`src/rtl/vec_sequencer.sv`:
```
// Element sequencer for vector instructions: stalls fetch, walks the lane index
// one write per cycle through the scalar ALU, then pulses Done for one cycle.
module vec_sequencer #(
  parameter int NLANES = 8,
  parameter int IDXW   = 3
) (
  input  logic            clk,
  input  logic            reset,
  input  logic            Start,
  input  logic [IDXW:0]   Len,
  input  logic [3:0]      Op,
  input  logic            Kill,
  output logic            Stall,
  output logic            Busy,
  output logic [IDXW-1:0] ElemIdx,
  output logic [3:0]      ElemALUControl,
  output logic            ElemWrite,
  output logic            Done
);

  typedef enum logic [1:0] {IDLE, RUN, FINISH} state_t;

  localparam logic [IDXW:0] NLANES_W = (IDXW+1)'(NLANES);

  state_t          state_reg, state_next;
  logic [IDXW-1:0] idx_reg, idx_next;
  logic [IDXW-1:0] last_reg, last_next;
  logic [3:0]      op_reg, op_next;

  logic [IDXW:0]   len_eff;
  logic [IDXW:0]   last_full;

  // Over-long requests are clamped so the index can never run past the last lane.
  assign len_eff   = (Len > NLANES_W) ? NLANES_W : Len;
  assign last_full = len_eff - (IDXW+1)'(1);

  always_ff @(posedge clk) begin
    if (reset) begin
      state_reg <= IDLE;
      idx_reg   <= '0;
      last_reg  <= '0;
      op_reg    <= '0;
    end else begin
      state_reg <= state_next;
      idx_reg   <= idx_next;
      last_reg  <= last_next;
      op_reg    <= op_next;
    end
  end

  always_comb begin
    state_next     = state_reg;
    idx_next       = idx_reg;
    last_next      = last_reg;
    op_next        = op_reg;
    Stall          = 1'b0;
    Busy           = (state_reg != IDLE);
    ElemIdx        = '0;
    ElemALUControl = '0;
    ElemWrite      = 1'b0;
    Done           = 1'b0;

    case (state_reg)
      IDLE: begin
        // Stall in the accepting cycle so the PC never moves past the instruction.
        if (Start && (Len != '0)) begin
          Stall      = 1'b1;
          state_next = RUN;
          op_next    = Op;
          idx_next   = '0;
          last_next  = last_full[IDXW-1:0];
        end
      end
      RUN: begin
        Stall          = 1'b1;
        ElemIdx        = idx_reg;
        ElemALUControl = op_reg;
        ElemWrite      = ~Kill;
        if (idx_reg != last_reg) begin
          idx_next = idx_reg + IDXW'(1);
        end else begin
          state_next = FINISH;
        end
      end
      FINISH: begin
        // Start is ignored here: it still belongs to the instruction just completed.
        Done       = ~Kill;
        state_next = IDLE;
      end
      default: begin
        state_next = IDLE;
      end
    endcase

    if (Kill) begin
      state_next = IDLE;
      idx_next   = '0;
    end
  end

endmodule
```
`config.mk`:
```
export PLATFORM = sky130hd
export DESIGN_NAME = vec_sequencer
export DESIGN_NICKNAME = d
export VERILOG_FILES = /design/src/rtl/vec_sequencer.sv
export SDC_FILE = /design/constraint.sdc
export NUM_CORES = 1
export LEC_CHECK = 0
export CORE_MARGIN = 5
export CORE_UTILIZATION = 38
export CTS_CLUSTER_DIAMETER = 200
export DETAILED_ROUTE_END_ITERATION = 10
export HOLD_SLACK_MARGIN = 0.02
export PLACE_DENSITY = 0.72
export SYNTH_ARGS = -nofsm -noshare
export SYNTH_HDL_FRONTEND = slang
export SYNTH_SLANG_ARGS = --single-unit
```
`constraint.sdc`:
```
create_clock -name clk -period 1.17 [get_ports clk]
set_input_delay 0.1755 -clock clk [delete_from_list [all_inputs] [get_ports clk]]
set_output_delay 0.1755 -clock clk [all_outputs]
set_load 0.01 [all_outputs]
```
==> flow_summary_export.csv <==
group,metric,value,unit
synth,synth_area_leader_cell,"dfxtp_1",
pwr,p_leak,0.507,nW
detailed_routing,ant_nets,0,
detailed_routing,wl_per_cell,14.7,um
synth,ys.flop_type,"dfxtp_1",
synth,synth_cell_type_count,26,
worst_setup_path,r2r_cells,4,
cells_and_area,num_antenna_cells,0,
pwr,ir_drop,692,uV
cells_and_area,final_cells,125,
clocking,cts_tree,"done",
cells_and_area,drive_above_1_share,59.6,%
clocking,path_clk_slew,0.07,ns
synth,syn_inst,66,
global_route,grt_pass1_wl,2810,um
worst_hold_path,hold_start,"op_reg[1]",
floorplan,io-pin-count,23,
pwr,p_int,701,uW
sta,min_period,1.29,ns
worst_setup_path,crit_type,"reg2out",
pwr,p_per_area,824,nW/um^2
worst_setup_path,regToRegEndpoint,"idx_reg[2]",
placement,dp_hpwl,1240,um
pwr,p_clk_share,25.5,%
synth,ys_ff_latch,12,
sta,period_share,110,%
floorplan,dieArea,2600,um^2
clocking,numClockSinks,12,
global_route,overflow,0,
placement,pre_cts_ws,-0.543,ns
placement,dp_cells,119,
sta,fin_setup_tns,-1.42,ns
floorplan,core_area,1540,um^2
worst_hold_path,hp-class,"reg2reg",
floorplan,rows,14,
sta,tightest_slew,0.243,ns
worst_setup_path,arrival,1.12,ns
cells_and_area,largest_reg_flops,4,
synth,async_flop_share,0,%
global_route,antenna_found_initial,0,
global_route,grt_usage,13.9,%
pwr,comb_power_share,28.9,%
pwr,switching_share,27.8,%
sta,maxSlewViolCount,0,
run,max_cap_violations,0,
floorplan,fp.dieW,51.0,um
detailed_routing,drc,0,
placement,portBuffers,22,
floorplan,initial_core_util,41.4,%
sta,clock.fmax,774,MHz
placement,globalplace.congestion,0.720,
sta,finalClockSkew,0.00240,ns
worst_setup_path,start_kind,"flop",
detailed_routing,via_per_inst,5.17,
detailed_routing,via_count,646,
sta,setup_slack,-0.121,ns
sta,hold_ws,0.506,ns
synth,synth_edf_count,0,
worst_setup_path,rr_startpoint,"idx_reg[1]",
clocking,worstSkewPairLatency,0.27,ns
run_status,failed_checks,"setup timing",
synth,synth-seq-area-share,37.6,%
clocking,cts_buffer_depth,2,
detailed_routing,drtIter0Drc,4,
clocking,cts_made_buffers,3,
worst_hold_path,min_path_cells,2,
pwr,switching_power,270,uW
clocking,cts.htree.levels,1,
cells_and_area,syn_to_final_growth,84.7,%
sta,rsz0062_at_grt,"yes",
sta,final_hold_viol_count,0,
worst_setup_path,critPathRequiredTime,0.99,ns
sta,setup_viol,20,
worst_setup_path,worstSetupEndpointType,"output pin",
clocking,cts_root_buf,"clkbuf_4",
pwr,p_seq_share,45.5,%
run_status,outcome,"finished with violations",
synth,ys_top_cells_by_area,"dfxtp_1 (38%), mux2i_1 (7.8%), and2_1 (6.9%)",
sta,max-slew-margin-rel,83.7,%
detailed_routing,totalWireLength,1840,um
detailed_routing,first_pass_iters,2,
cells_and_area,finalNetCount,125,
worst_setup_path,path_max_fanout,7,
floorplan,die_height,51.0,um
global_route,grt_max_degree,10,
synth,netlist_area,638,um^2
synth,synth_top_area_share,37.6,%
synth,avgSynthCellArea,9.67,um^2
synth,synth_warnings,0,
global_route,grt_pass1_vias,671,
worst_setup_path,r2r_slack,-0.09,ns
synth,synth_fp_nets,80,
worst_hold_path,whs_endpoint,"op_reg[1]",
[cells in the mapped netlist, types with 2 or more instances]
| cell type | n |
|---|---|
| a211oi_1 | 2 |
| a31o_2 | 2 |
| and2_1 | 7 |
| dfxtp_1 | 12 |
| ha_1 | 2 |
| mux2i_1 | 5 |
| nand2b_1 | 3 |
| nor2_1 | 10 |
| nor2b_1 | 2 |
| nor3_1 | 2 |
| xnor2_1 | 4 |
[through the flow]
stage | util, % | area, um^2 | power [mW]
2_1_floorplan | - | 639 | 0.555
6_report | 76.5 | 1180 | 0.971
4_1_cts | 70.7 | 1090 | 0.954
3_3_place_gp | 65.4 | 1010 | 0.685
3_5_place_dp | 65.4 | 1010 | 0.691
5_1_grt | 76.5 | 1180 | 1.02
[per-layer routing]
metal  vias to the layer above  wire (um)  GRT usage (%)
met4                         0         37           7.66
met5                         -          0              0
met1                       300        661           13.8
li1                        321          -              -
met2                        21        978           25.2
met3                         4        163           4.36
[worst max-delay path, cell delays in order (launching register included)]
cell	delay, ns
dfxtp_2	0.34
inv_2	0.05
nor2_4	0.08
buf_6	0.13
and2_4	0.14
buf_6	0.09
[final cells by class]
cell class                 count  area, um^2
sequential                    12         254
multi-input combinational     52         498
inverter                       1        3.75
tap                           16        20.0
clock buffer                   3        22.5
fill                         113         363
timing repair buffer          41         380
[cell families (layout without fill, tap and decap cells)]
| kind of cell | Yosys count | after routing | synth area share, % |
|---|---|---|---|
| AND/OR/NAND/NOR | 33 | 33 | 33.7 |
| adder cells (fa/ha/maj) | 2 | 2 | 3.92 |
| XOR/XNOR | 4 | 4 | 5.49 |
| flip-flops | 12 | 12 | 37.6 |
| AO/OA/AOI/OAI | 8 | 8 | 10.2 |
| buffers and inverters | 2 | 45 | 1.18 |
| multiplexers | 5 | 5 | 7.84 |
[power groups by stage]
stage,registers [mW],clock network (mW),logic (mW)
floorplan,0.451,0,0.104
global placement,0.452,0,0.233
detailed placement,0.452,0,0.239
CTS,0.445,0.256,0.253
global route,0.446,0.269,0.304
finish,0.442,0.248,0.281
[timing repair]
item / in CTS / in global routing
buffers inserted: 1 / 2
setup endpoints to repair: 23 / 21
gates resized for setup: 77 / 16
hold buffers: 0 / 0
pin swaps: 14 / 9
hold endpoints to repair: 0 / 0
[layout by cell type (no fill, tap or decap), types with 2 or more instances in the layout]
| cell | n |
|---|---|
| xnor2_1 | 2 |
| clkbuf_4 | 3 |
| buf_6 | 12 |
| buf_2 | 3 |
| dlygate4sd2_1 | 4 |
| and2_4 | 7 |
| nor2_1 | 8 |
| nor3_4 | 2 |
| dfxtp_1 | 7 |
| buf_4 | 14 |
| dfxtp_4 | 3 |
| mux2i_1 | 5 |
| xnor2_2 | 2 |
| a31o_2 | 2 |
| nand2b_1 | 2 |
| clkdlybuf4s50_1 | 7 |
| dfxtp_2 | 2 |
| nand2b_4 | 2 |
| nor2b_1 | 2 |
[worst max-delay path by stage]
stage | start | end | cells past startpoint
global route | state_reg[0] | ElemALUControl[0] | 5
floorplan | state_reg[1] | last_reg[0] | 4
detailed placement | Len[1] | Stall | 4
global placement | Len[1] | Stall | 4
CTS | state_reg[0] | ElemALUControl[0] | 5
finish | state_reg[0] | ElemALUControl[1] | 5
(Power assumes the default switching activity.)
